<file path="src/rtl/memory_access_pkg.sv">
// Shared defaults and small helpers for the memory access initiator and its response FIFO.
package memory_access_pkg;

  localparam int DEF_ADDR_WIDTH = 9;
  localparam int DEF_DATA_WIDTH = 8;
  localparam int DEF_RSP_DEPTH  = 4;

  typedef enum logic {
    CMD_READ  = 1'b0,
    CMD_WRITE = 1'b1
  } cmd_kind_e;

  // Credit counter must hold RSP_DEPTH plus the two read stages in flight.
  function automatic int credit_width(input int depth);
    return $clog2(depth) + 2;
  endfunction

endpackage

</file>
<file path="src/rtl/memory_rsp_fifo.sv">
// Response FIFO for read data; pointers carry one extra wrap bit to tell full from empty.
module memory_rsp_fifo
  import memory_access_pkg::*;
#(
  parameter int DATA_WIDTH = DEF_DATA_WIDTH,
  parameter int RSP_DEPTH  = DEF_RSP_DEPTH
) (
  input  logic                          clk,
  input  logic                          rst,
  input  logic                          push,
  input  logic [DATA_WIDTH-1:0]         push_data,
  input  logic                          pop_ready,
  output logic                          pop_valid,
  output logic [DATA_WIDTH-1:0]         pop_data,
  output logic [$clog2(RSP_DEPTH):0]    count
);

  localparam int PW    = $clog2(RSP_DEPTH);
  localparam int CNT_W = PW + 1;

  logic [DATA_WIDTH-1:0] store [RSP_DEPTH];
  logic [PW:0]           wptr;
  logic [PW:0]           rptr;
  logic                  empty;
  logic                  full;
  logic                  do_push;
  logic                  do_pop;

  assign count   = wptr - rptr;
  assign empty   = (wptr == rptr);
  assign full    = (count == CNT_W'(RSP_DEPTH));
  assign do_pop  = pop_ready & ~empty;
  // A pop frees the head slot in the same cycle, so a push into a full FIFO is legal then.
  assign do_push = push & (~full | do_pop);

  assign pop_valid = ~empty;
  assign pop_data  = empty ? '0 : store[rptr[PW-1:0]];

  always_ff @(posedge clk or posedge rst) begin
    if (rst) begin
      wptr <= '0;
      rptr <= '0;
    end else begin
      if (do_push) wptr <= wptr + 1'b1;
      if (do_pop)  rptr <= rptr + 1'b1;
    end
  end

  always_ff @(posedge clk) begin
    if (do_push) store[wptr[PW-1:0]] <= push_data;
  end

endmodule

</file>
<file path="src/rtl/memory_access_initiator.sv">
// Turns a valid/ready command stream into registered memory tile strobes and returns read data in order.
module memory_access_initiator
  import memory_access_pkg::*;
#(
  parameter int ADDR_WIDTH = DEF_ADDR_WIDTH,
  parameter int DATA_WIDTH = DEF_DATA_WIDTH,
  parameter int RSP_DEPTH  = DEF_RSP_DEPTH
) (
  input  logic                  clk,
  input  logic                  Reset,
  input  logic                  cmd_valid,
  output logic                  cmd_ready,
  input  logic                  cmd_we,
  input  logic [ADDR_WIDTH-1:0] cmd_addr,
  input  logic [DATA_WIDTH-1:0] cmd_wdata,
  output logic                  rsp_valid,
  input  logic                  rsp_ready,
  output logic [DATA_WIDTH-1:0] rsp_rdata,
  output logic [ADDR_WIDTH-1:0] mem_waddr,
  output logic [ADDR_WIDTH-1:0] mem_raddr,
  output logic [DATA_WIDTH-1:0] mem_data_in,
  output logic                  mem_wen,
  output logic                  mem_ren,
  input  logic [DATA_WIDTH-1:0] mem_data_out
);

  localparam int CW = credit_width(RSP_DEPTH);
  localparam int FW = $clog2(RSP_DEPTH) + 1;

  logic                  cmd_fire;
  logic                  wen_p0;
  logic                  ren_p0;
  logic [ADDR_WIDTH-1:0] waddr_p0;
  logic [ADDR_WIDTH-1:0] raddr_p0;
  logic [DATA_WIDTH-1:0] wdata_p0;
  logic                  vld_p1;
  logic [FW-1:0]         fifo_count;
  logic [CW-1:0]         credit;

  // Every read in the issue or capture stage already owns a FIFO slot, so it can never be dropped.
  assign credit    = CW'(ren_p0) + CW'(vld_p1) + CW'(fifo_count);
  assign cmd_ready = ~Reset & (credit < CW'(RSP_DEPTH));
  assign cmd_fire  = cmd_valid & cmd_ready;

  // Stage p0: registered strobes to the memory tile
  always_ff @(posedge clk or posedge Reset) begin
    if (Reset) begin
      wen_p0   <= 1'b0;
      ren_p0   <= 1'b0;
      waddr_p0 <= '0;
      raddr_p0 <= '0;
      wdata_p0 <= '0;
    end else begin
      wen_p0 <= 1'b0;
      ren_p0 <= 1'b0;
      if (cmd_fire) begin
        if (cmd_kind_e'(cmd_we) == CMD_WRITE) begin
          wen_p0   <= 1'b1;
          waddr_p0 <= cmd_addr;
          wdata_p0 <= cmd_wdata;
        end else begin
          ren_p0   <= 1'b1;
          raddr_p0 <= cmd_addr;
        end
      end
    end
  end

  assign mem_wen     = wen_p0;
  assign mem_ren     = ren_p0;
  assign mem_waddr   = waddr_p0;
  assign mem_raddr   = raddr_p0;
  assign mem_data_in = wdata_p0;

  // Stage p1: memory read latency; mem_data_out is captured into the FIFO at the end of this stage
  always_ff @(posedge clk or posedge Reset) begin
    if (Reset) vld_p1 <= 1'b0;
    else       vld_p1 <= ren_p0;
  end

  memory_rsp_fifo #(
    .DATA_WIDTH (DATA_WIDTH),
    .RSP_DEPTH  (RSP_DEPTH)
  ) u_rsp_fifo (
    .clk       (clk),
    .rst       (Reset),
    .push      (vld_p1),
    .push_data (mem_data_out),
    .pop_ready (rsp_ready),
    .pop_valid (rsp_valid),
    .pop_data  (rsp_rdata),
    .count     (fifo_count)
  );

endmodule

</file>
<file path="config.mk">
export PLATFORM = sky130hd
export DESIGN_NAME = memory_access_initiator
export DESIGN_NICKNAME = d
export VERILOG_FILES = /design/src/rtl/memory_access_pkg.sv /design/src/rtl/memory_rsp_fifo.sv /design/src/rtl/memory_access_initiator.sv
export SDC_FILE = /design/constraint.sdc
export NUM_CORES = 1
export LEC_CHECK = 0
export BUFFER_PORTS_ARGS = -buffer_cell sky130_fd_sc_hd__buf_2
export CORE_MARGIN = 1.5
export CORE_UTILIZATION = 53
export DETAILED_ROUTE_END_ITERATION = 7
export GPL_TIMING_DRIVEN = 0
export HOLD_SLACK_MARGIN = 0.12
export PLACE_DENSITY_LB_ADDON = 0.15
export SLEW_MARGIN = 40
export SYNTH_ARGS = -nofsm -noshare
export SYNTH_HDL_FRONTEND = slang
export SYNTH_SLANG_ARGS = --single-unit
export TNS_END_PERCENT = 20
</file>
<file path="constraint.sdc">
create_clock -name clk -period 2.8 [get_ports clk]
set_input_delay 0.56 -clock clk [delete_from_list [all_inputs] [get_ports clk]]
set_output_delay 0.56 -clock clk [all_outputs]
set_load 0.05 [all_outputs]
</file>
==> flow_summary.toml <==
[status]
status = "complete, no violations"

[final_layout]
layout-drive-gt1-share_pct = 52.6
seq_area_mm2 = 0.00184
nets = 281
fillCellCount = 411
multi_input_area_um2 = 933
antenna_cells = 0
area_growth_pct = 22.1

[route]
final_antenna_net_count = 0
totalWireLength_um = 4960
vias_per_cell = 5.04
dr.pass1.iters = 4
first_iter_violations = 48
vias = 1599
wl_per_cell_um = 15.6
drc = 0

[floorplanning]
boundaryPins = 68
die_h_um = 76.3
initial_utilization_pct = 55.4
chipWidth_um = 76.3
fp-row-count = 26
design.die.area_mm2 = 0.00582
coreArea_mm2 = 0.00514

[timing]
hold-worst-slack_ns = 0.308
worst_pin_slew_ns = 0.616
hold_violations = 0
tns_ns = 0
drv_slew = 0
setup_viol = 0
rsz0062_at_grt = "false"
period_needed_ns = 2.70
max_freq_mhz = 370
maxSlewHeadroom_pct = 58.9
finalCritPeriodShare_pct = 96.5
fin_skew_ns = 0.00774

[synth]
syn-num-nets = 203
netlist_area_mm2 = 0.00285
synth_top_area_share_pct = 33.8
yosys.area.top_type = "edfxtp_1"
synth_area_leaders = "edfxtp_1 34%, dfrtp_1 31%, mux2_2 7.5%"
synthDistinctLibCells = 26
synth_area_per_cell_um2 = 17.4
synthCells = 164
synth_seq_cells = 67
yosys_warnings = 0
ys_seq_area_share_pct = 64.5

[cts]
cts_buffers = 9
clockRootBuffer = "clkbuf_8"
cts_tree = "done"
cts.sinks = 67
insertion_delay_ns = 0.33
h-tree-depth = 3
cts_hold_buf = 0
cts_buffer_depth = 2
post_cts_buffers = 0
clk_pin_slew_worst_paths_ns = 0.07

[worst_hold_path]
min_path_type = "in -> async"

[critical_path]
reg2reg_depth = 6
r2r_end = "u_rsp_fifo.store[1][2]$_DFFE_PP_"
cp.arrival_ns = 2.14
setup.worst_path.start = "u_rsp_fifo.wptr[0]$_DFFE_PP0P_"
crit_end = "cmd_ready"
cp_max_fo = 4
critPathRequiredTime_ns = 2.24
end_kind = "output port"
critPathKind = "reg -> out"
worstReg2RegStart = "u_rsp_fifo.wptr[0]$_DFFE_PP0P_"
r2r_slack_ns = 0.21
critPathLaunchType = "flip-flop"

[global_route]
grt_pass1_wl_um = 8090
grt_usage_pct = 18.6
grt_max_degree = 36
grt.overflow.total = 0
first_global_vias = 1685
antenna_found_initial = 0

[job]
max-cap-violations = 0

[placement]
io_buffer_count = 67
hpwl_um = 3460
gp_congestion = 0.694
==> registers in the layout, indices dropped and copies added (netlist names) <==
signal,count
mem_raddr,9
u_rsp_fifo.rptr,3
u_rsp_fifo.store,32
mem_ren,1
mem_waddr,9
mem_wen,1
vld_p1,1
u_rsp_fifo.wptr,3
mem_data_in,8
==> Yosys cell counts <==
cell	n
dfrtp_1	35
edfxtp_1	32
mux2_2	19
and2_1	9
mux2_4	9
ha_1	8
mux4_2	8
inv_1	7
nand2_1	6
and3_1	5
buf_6	4
xnor2_1	4
clkbuf_1	3
a21oi_1	2
nand3_1	2
a2111o_1	1
a32oi_1	1
and3b_1	1
fa_1	1
nor2_1	1
o21bai_4	1
o311ai_0	1
or3_1	1
or4b_4	1
xor2_1	1
xor3_1	1
==> stage by stage <==
stage	instances	setup WS [ns]	utilization [%]	cell area [um2]
after global placement	301	0.153	63.6	3270
final	317	0.0983	67.6	3480
after CTS	317	0.00887	67.0	3440
after detailed placement	301	0.143	63.6	3270
after global routing	317	0.00630	67.6	3480
after floorplan	164	0.166	-	2850
==> cell families after synthesis <==
logic type	Yosys count	share of synthesized area (%)
compound gates	6	2.02
xor+xnor	6	2.37
fa+ha+maj	9	4.22
buf+inv	14	2.90
flops	67	64.5
mux	36	18.6
simple gates	26	5.36
==> area by class of cell <==
class / instances / share of cell area, %
repair buffers: 67 / 10.3
well taps: 70 / 2.52
clock buffers: 9 / 3.56
inverters: 7 / 0.792
flip-flops and latches: 67 / 52.8
plain buffers: 7 / 1.80
multi-input cells: 83 / 26.9
clock inverters: 7 / 1.30
==> worst min path at each step <==
stage	endpoint	cells past startpoint
global route	mem_raddr[5]$_DFFE_PP0P_	2
detailed placement	vld_p1$_DFF_PP0_	0
floorplan	u_rsp_fifo.wptr[2]$_DFFE_PP0P_	2
finish	mem_raddr[5]$_DFFE_PP0P_	2
global placement	vld_p1$_DFF_PP0_	0
CTS	mem_raddr[5]$_DFFE_PP0P_	2
==> layer usage <==
layer	routed length, um	track usage (%)
met4	95	8.33
met3	305	6.47
met1	2090	22.8
met2	2470	30.0
met5	0	0
==> layout by cell type (no fill, tap or decap), drive strengths merged <==
cell / n
buf: 66
dfrtp: 35
edfxtp: 32
mux2: 28
clkbuf: 17
and2: 9
mux4: 8
ha: 8
nand2: 6
inv: 6
and3: 5
clkinv: 5
xnor2: 4
clkinvlp: 3
nand3: 2
a21oi: 2
xor3: 1
o21bai: 1
or3: 1
or4b: 1
and3b: 1
a32oi: 1
nor2: 1
xor2: 1
a2111o: 1
o311ai: 1
fa: 1
==> worst max-delay path: stages (launching register included) <==
cell and delay [ns]:
dfrtp_1 0.38, inv_1 0.11, ha_1 0.21, fa_2 0.37, xor3_1 0.23, o21bai_4 0.20
nor2_1 0.14, buf_6 0.18
==> timing repair <==
action	CTS	global route
setup endpoints to repair	10	10
resized for setup	3	14
hold endpoints to repair	0	0
Power is left out: the tool's default activity adds up to more than one toggle a clock period on the data nets, which glitch-free logic cannot reach.
